## config.mk

```make
export PLATFORM = sky130hd
export DESIGN_NAME = multicycle_ctrl
export DESIGN_NICKNAME = d
export VERILOG_FILES = /design/src/rtl/ctrl_pkg.sv /design/src/rtl/alu_decode.sv /design/src/rtl/multicycle_ctrl.sv
export SDC_FILE = /design/constraint.sdc
export NUM_CORES = 1
export LEC_CHECK = 0
export CORE_ASPECT_RATIO = 1.25
export CORE_MARGIN = 1
export CORE_UTILIZATION = 30
export DETAILED_ROUTE_END_ITERATION = 7
export SYNTH_ARGS = -nofsm -noshare
export SYNTH_HDL_FRONTEND = slang
export SYNTH_SLANG_ARGS = --single-unit
```

## constraint.sdc

```tcl
create_clock -name clk -period 4.3 [get_ports clk]
set_clock_uncertainty 0.2 [all_clocks]
set_input_delay 0.86 -clock clk [delete_from_list [all_inputs] [get_ports clk]]
set_output_delay 0.86 -clock clk [all_outputs]
set_load 0.02 [all_outputs]
```

## src/rtl/ctrl_pkg.sv

```systemverilog
// Shared encodings for the multi-cycle RV32I controller: FSM states, opcodes
// and the datapath select codes.
package ctrl_pkg;

   typedef enum logic [2:0] {
      S_FETCH, S_DECODE, S_EXEC, S_MEM, S_WB, S_TRAP
   } state_t;

   localparam logic [6:0] OP_R      = 7'b0110011;
   localparam logic [6:0] OP_I      = 7'b0010011;
   localparam logic [6:0] OP_LOAD   = 7'b0000011;
   localparam logic [6:0] OP_STORE  = 7'b0100011;
   localparam logic [6:0] OP_BRANCH = 7'b1100011;
   localparam logic [6:0] OP_LUI    = 7'b0110111;
   localparam logic [6:0] OP_AUIPC  = 7'b0010111;
   localparam logic [6:0] OP_JAL    = 7'b1101111;
   localparam logic [6:0] OP_JALR   = 7'b1100111;

   localparam logic [3:0] ALU_ADD   = 4'd0;
   localparam logic [3:0] ALU_SUB   = 4'd1;
   localparam logic [3:0] ALU_SLL   = 4'd2;
   localparam logic [3:0] ALU_SLT   = 4'd3;
   localparam logic [3:0] ALU_SLTU  = 4'd4;
   localparam logic [3:0] ALU_XOR   = 4'd5;
   localparam logic [3:0] ALU_SRL   = 4'd6;
   localparam logic [3:0] ALU_SRA   = 4'd7;
   localparam logic [3:0] ALU_OR    = 4'd8;
   localparam logic [3:0] ALU_AND   = 4'd9;
   localparam logic [3:0] ALU_PASSB = 4'd10;

   localparam logic [1:0] PC_4   = 2'b00;
   localparam logic [1:0] PC_IMM = 2'b01;
   localparam logic [1:0] PC_REG = 2'b10;

   localparam logic [1:0] WB_ALU = 2'b00;
   localparam logic [1:0] WB_MEM = 2'b01;
   localparam logic [1:0] WB_PC4 = 2'b10;

   localparam logic [2:0] IMM_I = 3'b000;
   localparam logic [2:0] IMM_S = 3'b001;
   localparam logic [2:0] IMM_B = 3'b010;
   localparam logic [2:0] IMM_U = 3'b011;
   localparam logic [2:0] IMM_J = 3'b100;

   function automatic logic op_legal(input logic [6:0] op);
      case (op)
         OP_R, OP_I, OP_LOAD, OP_STORE, OP_BRANCH,
         OP_LUI, OP_AUIPC, OP_JAL, OP_JALR: return 1'b1;
         default:                           return 1'b0;
      endcase
   endfunction

   function automatic logic [2:0] imm_type(input logic [6:0] op);
      case (op)
         OP_STORE:         return IMM_S;
         OP_BRANCH:        return IMM_B;
         OP_LUI, OP_AUIPC: return IMM_U;
         OP_JAL:           return IMM_J;
         default:          return IMM_I;
      endcase
   endfunction

endpackage

```

## src/rtl/alu_decode.sv

```systemverilog
// Combinational opcode/fn3/fn7 -> aluop mapping, carried over from the
// single-cycle control.
module alu_decode
   import ctrl_pkg::*;
#(
   parameter int ALUOP_W = 4
) (
   input  logic [6:0]         opcode,
   input  logic [2:0]         fn3,
   input  logic [6:0]         fn7,
   output logic [ALUOP_W-1:0] aluop
);

   logic [3:0] fnop;
   logic [3:0] op4;
   logic       unused_fn7;

   assign unused_fn7 = ^{fn7[6], fn7[4:0]};

   always_comb begin
      fnop = ALU_ADD;
      case (fn3)
         // fn7[5] is an immediate bit for ADDI, so only R-type may subtract
         3'b000:  fnop = (opcode == OP_R && fn7[5]) ? ALU_SUB : ALU_ADD;
         3'b001:  fnop = ALU_SLL;
         3'b010:  fnop = ALU_SLT;
         3'b011:  fnop = ALU_SLTU;
         3'b100:  fnop = ALU_XOR;
         3'b101:  fnop = fn7[5] ? ALU_SRA : ALU_SRL;
         3'b110:  fnop = ALU_OR;
         default: fnop = ALU_AND;
      endcase

      op4 = ALU_ADD;
      case (opcode)
         OP_R, OP_I: op4 = fnop;
         OP_LUI:     op4 = ALU_PASSB;
         default:    op4 = ALU_ADD;
      endcase
   end

   assign aluop = ALUOP_W'(op4);

endmodule

```

## src/rtl/multicycle_ctrl.sv

```systemverilog
// Multi-cycle RV32I control FSM: FETCH/DECODE/EXEC/MEM/WB with a waited
// memory handshake, illegal-opcode and bus-timeout traps, retire counter.
module multicycle_ctrl
   import ctrl_pkg::*;
#(
   parameter int CNT_W       = 32,
   parameter int MEM_TIMEOUT = 16,
   parameter int ALUOP_W     = 4
) (
   input  logic               clk,
   input  logic               rst,
   input  logic [6:0]         opcode,
   input  logic [2:0]         fn3,
   input  logic [6:0]         fn7,
   input  logic               bt,
   input  logic               mack,
   output logic               mreq,
   output logic               mrd,
   output logic               mwr,
   output logic               irwr,
   output logic               werf,
   output logic               pcwr,
   output logic [ALUOP_W-1:0] aluop,
   output logic [1:0]         pcmux,
   output logic [1:0]         wbmux,
   output logic [2:0]         irmux,
   output logic               illegal,
   output logic               buserr,
   output logic [CNT_W-1:0]   instret
);

   localparam int WC_W = (MEM_TIMEOUT > 0) ? $clog2(MEM_TIMEOUT + 1) : 1;

   state_t             state, nxt;
   logic [WC_W-1:0]    wcnt;
   logic [CNT_W-1:0]   cnt;
   logic [ALUOP_W-1:0] dec_aluop;
   logic               ill_q, bus_q;
   logic               req, tmo, is_load, is_store;

   alu_decode #(.ALUOP_W(ALUOP_W)) u_alu_decode (
      .opcode (opcode),
      .fn3    (fn3),
      .fn7    (fn7),
      .aluop  (dec_aluop)
   );

   assign req      = (state == S_FETCH) || (state == S_MEM);
   assign is_load  = (opcode == OP_LOAD);
   assign is_store = (opcode == OP_STORE);
   // wcnt = wait cycles already spent; mack is still honoured when it equals MEM_TIMEOUT
   assign tmo      = (MEM_TIMEOUT != 0) && (wcnt == WC_W'(MEM_TIMEOUT));

   always_ff @(posedge clk) begin
      if (rst) begin
         state <= S_FETCH;
         wcnt  <= '0;
         ill_q <= 1'b0;
         bus_q <= 1'b0;
         cnt   <= '0;
      end else begin
         state <= nxt;
         wcnt  <= (req && !mack) ? wcnt + 1'b1 : '0;
         if (state == S_DECODE && !op_legal(opcode)) ill_q <= 1'b1;
         if (req && !mack && tmo)                    bus_q <= 1'b1;
         if (pcwr)                                   cnt   <= cnt + 1'b1;
      end
   end

   always_comb begin
      nxt   = state;
      mreq  = 1'b0;
      mrd   = 1'b0;
      mwr   = 1'b0;
      irwr  = 1'b0;
      werf  = 1'b0;
      pcwr  = 1'b0;
      aluop = '0;
      pcmux = PC_4;
      wbmux = WB_ALU;
      irmux = IMM_I;

      if (state != S_FETCH && state != S_TRAP) begin
         aluop = dec_aluop;
         irmux = imm_type(opcode);
      end

      case (state)
         S_FETCH: begin
            mreq = 1'b1;
            mrd  = 1'b1;
            if (mack) begin
               irwr = 1'b1;
               nxt  = S_DECODE;
            end else if (tmo) begin
               nxt  = S_TRAP;
            end
         end
         S_DECODE: nxt = op_legal(opcode) ? S_EXEC : S_TRAP;
         S_EXEC: begin
            case (opcode)
               OP_BRANCH: begin
                  pcwr  = 1'b1;
                  pcmux = bt ? PC_IMM : PC_4;
                  nxt   = S_FETCH;
               end
               OP_JAL, OP_JALR: begin
                  werf  = 1'b1;
                  wbmux = WB_PC4;
                  pcwr  = 1'b1;
                  pcmux = (opcode == OP_JAL) ? PC_IMM : PC_REG;
                  nxt   = S_FETCH;
               end
               OP_LOAD, OP_STORE: nxt = S_MEM;
               default:           nxt = S_WB;
            endcase
         end
         S_MEM: begin
            mreq = 1'b1;
            mrd  = !is_store;
            mwr  = is_store;
            if (mack) begin
               if (is_store) begin
                  pcwr = 1'b1;
                  nxt  = S_FETCH;
               end else begin
                  nxt  = S_WB;
               end
            end else if (tmo) begin
               nxt = S_TRAP;
            end
         end
         S_WB: begin
            werf  = 1'b1;
            wbmux = is_load ? WB_MEM : WB_ALU;
            pcwr  = 1'b1;
            nxt   = S_FETCH;
         end
         default: nxt = S_TRAP;
      endcase

      // reset overrides everything so an aborted instruction never writes back
      if (rst) begin
         mreq  = 1'b0;
         mrd   = 1'b0;
         mwr   = 1'b0;
         irwr  = 1'b0;
         werf  = 1'b0;
         pcwr  = 1'b0;
         aluop = '0;
         pcmux = PC_4;
         wbmux = WB_ALU;
         irmux = IMM_I;
      end
   end

   assign illegal = ill_q & ~rst;
   assign buserr  = bus_q & ~rst;
   assign instret = rst ? '0 : cnt;

endmodule

```

==> flow_summary.ini <==
[logic_synthesis]
synth_seq_cells = 42
synthesis.nets = 386
synth_edf_count = 0
synth_compound_area_share_pct = 15.1
syn_avg_cell_area_sq_um = 7.48
yosys.area_share.simple_pct = 39.3
synth_top_flop_cell = dfxtp_1
synth_cells = 362
synthTopCellsByArea = dfxtp_1, nor2_1, nor2b_1
synth_top_cell_area_share_pct = 31.1
synth_area_sq_um = 2710
yosys.area.top_type = dfxtp_1
async_flop_share_pct = 0
synthAdderAreaFrac_pct = 1.39
yosys_warnings = 0
ys_seq_area_share_pct = 31.1
yosys-mux-area-fraction_pct = 4.53
synth.distinct_cells = 53
synth-xor-area-share_pct = 2.91
synth_top_family_by_area = simple AND/OR/NAND/NOR gates

[cells_and_area]
n_antenna_cell = 0
final_core_util_pct = 41.4
layout.nets = 450
fin_area_sq_um = 3610
fillers = 924
layout-drive-gt1-share_pct = 8.90
fin_cells = 547
syn_to_final_growth_pct = 33.2

[setup_path]
rr_startpoint = state[1]
crit_top_cell = clkdlybuf4s50_1
path_class = in2out
startpoint_type = primary input
cp.required_ns = 3.24
slowest_stage = clkdlybuf4s50_1
critPathCaptureType = output pin
critPathMaxFanout = 3
cp_top_family = simple AND/OR/NAND/NOR gates
arrival_ns = 3.15
crit_buf_inv = 2
critPathMaxStageDelay_ns = 0.62
startpoint = opcode[5]
worstPathCellList = clkdlybuf4s50_1 -> or3b_1 -> or4_4 -> and2_4 -> nor2_1 -> clkdlybuf4s50_1

[placement]
place.gp.congestion = 0.783
dp_cells = 539
port_buffers = 65
placed_area_sq_um = 3490
dp_hpwl_um = 5140

[floorplanning]
die-height_um = 108
core_sq_um = 8700
dieArea_sq_um = 9410
ios = 72
core.rowCount = 38
start_util_pct = 31.1
chipWidth_um = 87.0

[drt]
routed_wl_um = 7260
detail-route-antenna-nets = 0
first_pass_iters = 5
drcViolationCount = 0
drt_iter0_markers = 123
post_drt_wl_per_cell_um = 13.3
num_vias = 2806
via_per_inst = 5.13

[flow_run]
max_cap_viol_count = 0

[global_route]
grt_antenna_before_repair = 0
grt_overflow_total = 0
grt_usage_pct = 15.7
grt_pass1_vias = 2579
grt_pass1_wl_um = 11900
grt_max_degree = 76

[timing]
grt_setup_unrepaired = no
clock.fmax_ghz = 0.238
holdWs_ns = 0.270
hold_viol_final = 0
fin_setup_tns_ns = 0
slew_violations = 0
slew_headroom_pct = 49.7
final-setup-viol-count = 0
fin_crit_sh_pct = 97.8
worstMarginPinSlew_ns = 0.755
min_period_ns = 4.21

[cts]
clk_path_buf_depth = 2
htreeDepth = 2
clkTransAtPathRegs_ns = 0.08
cts_tree = done
clkSinkCount = 42
cts_buffers = 5
ctsHoldBuffers = 0
clock_latency_ns = 0.29
root_buffer = clkbuf_8

[power]
power_leakage_nw = 1.23
ir_worst_vdd_mv = 0.131
p_per_area_nw_per_um2 = 233

[min_path]
hp-class = reg2reg
worstHoldStart = wcnt[0]

[run_status]
run_status = completed
## cells in the final DEF, fill, tap and decap left out, drive strengths merged, types with 12 or more instances in the layout
master	synthesis	routed
clkdlybuf4s50	0	63
nor2	49	49
dfxtp	42	42
nand2	30	30
nor2b	26	26
a21oi	25	25
inv	20	20
nand4	14	14
nor3	12	12
nand3	12	12
## path summary, 6_finish.rpt
check / to / slack [ns] / cells after the start
max reg2reg: cnt[9] / 1.51 / 6
min reg2reg: wcnt[0] / 0.27 / 1
max: pcwr / 0.09 / 6
min: wcnt[0] / 0.27 / 1
## power by group
group | internal [mW] | switching, mW | leakage [nW] | total (mW)
clock | 0.171 | 0.143 | 0.0579 | 0.314
sequential | 0.395 | 0.0133 | 0.339 | 0.409
combinational | 0.0516 | 0.0673 | 0.836 | 0.119
total | 0.618 | 0.223 | 1.23 | 0.841
## repair_timing
item / CTS / global route
hold endpoints to repair: 0 / 0
gates resized for setup: 0 / 2
setup endpoints to repair: 0 / 2
buffers inserted: 0 / 0
## synthesized netlist by cell type (3+ instances only)
cell / instances
nor3_1: 12
and2_1: 9
or3_1: 4
nor4_1: 7
a21oi_1: 24
ha_1: 3
dfxtp_1: 42
o41ai_1: 3
o21ai_0: 10
and3_1: 3
clkbuf_1: 14
nand4_1: 14
nor2_1: 49
a31o_2: 4
nand2_1: 30
nor2b_1: 26
mux2_2: 9
o31ai_1: 7
xor2_1: 5
or4_1: 9
nand3_1: 12
and4_1: 6
xnor2_1: 4
nand2b_1: 3
inv_1: 20
## logic make-up after synthesis
| group | Yosys count |
|---|---|
| buffers and inverters | 37 |
| AOI/OAI and AO/OA | 63 |
| muxes | 11 |
| and+or+nand+nor | 197 |
| adders and majority gates | 3 |
| DFF | 42 |
| xor gates and xnor gates | 9 |
## state kept, by name, summed over array words and instances (netlist names)
register,count
cnt,32
ill_q,1
state,3
bus_q,1
wcnt,5
## per-stage QoR
step                worst slack (ns)  power, mW
finish                        0.0943      0.841
global route                  0.0127      0.882
CTS                           0.0304      0.851
detailed placement            0.0465      0.536
global placement              0.0168      0.536
floorplan                      0.636      0.487
## routing by layer
layer / global-route usage, % / vias up / part of all wire, %
met1: 18.7 / 1307 / 46
met4: 5.00 / 0 / 1.4
met2: 28.5 / 70 / 48
li1: - / 1420 / -
met3: 2.44 / 9 / 4.8
met5: 0 / - / 0
## area by class of cell
| cell class | count | area, sq um | area share, % |
|---|---|---|---|
| multi-input combinational | 283 | 1720 | 47.6 |
| sequential | 42 | 841 | 23.3 |
| timing repair buffer | 74 | 716 | 19.8 |
| tap | 120 | 150 | 4.16 |
| inverter | 20 | 75.1 | 2.08 |
| clock buffer | 5 | 68.8 | 1.91 |
| clock inverter | 3 | 40.0 | 1.11 |
Note: power is estimated with default switching activity, not from simulation.
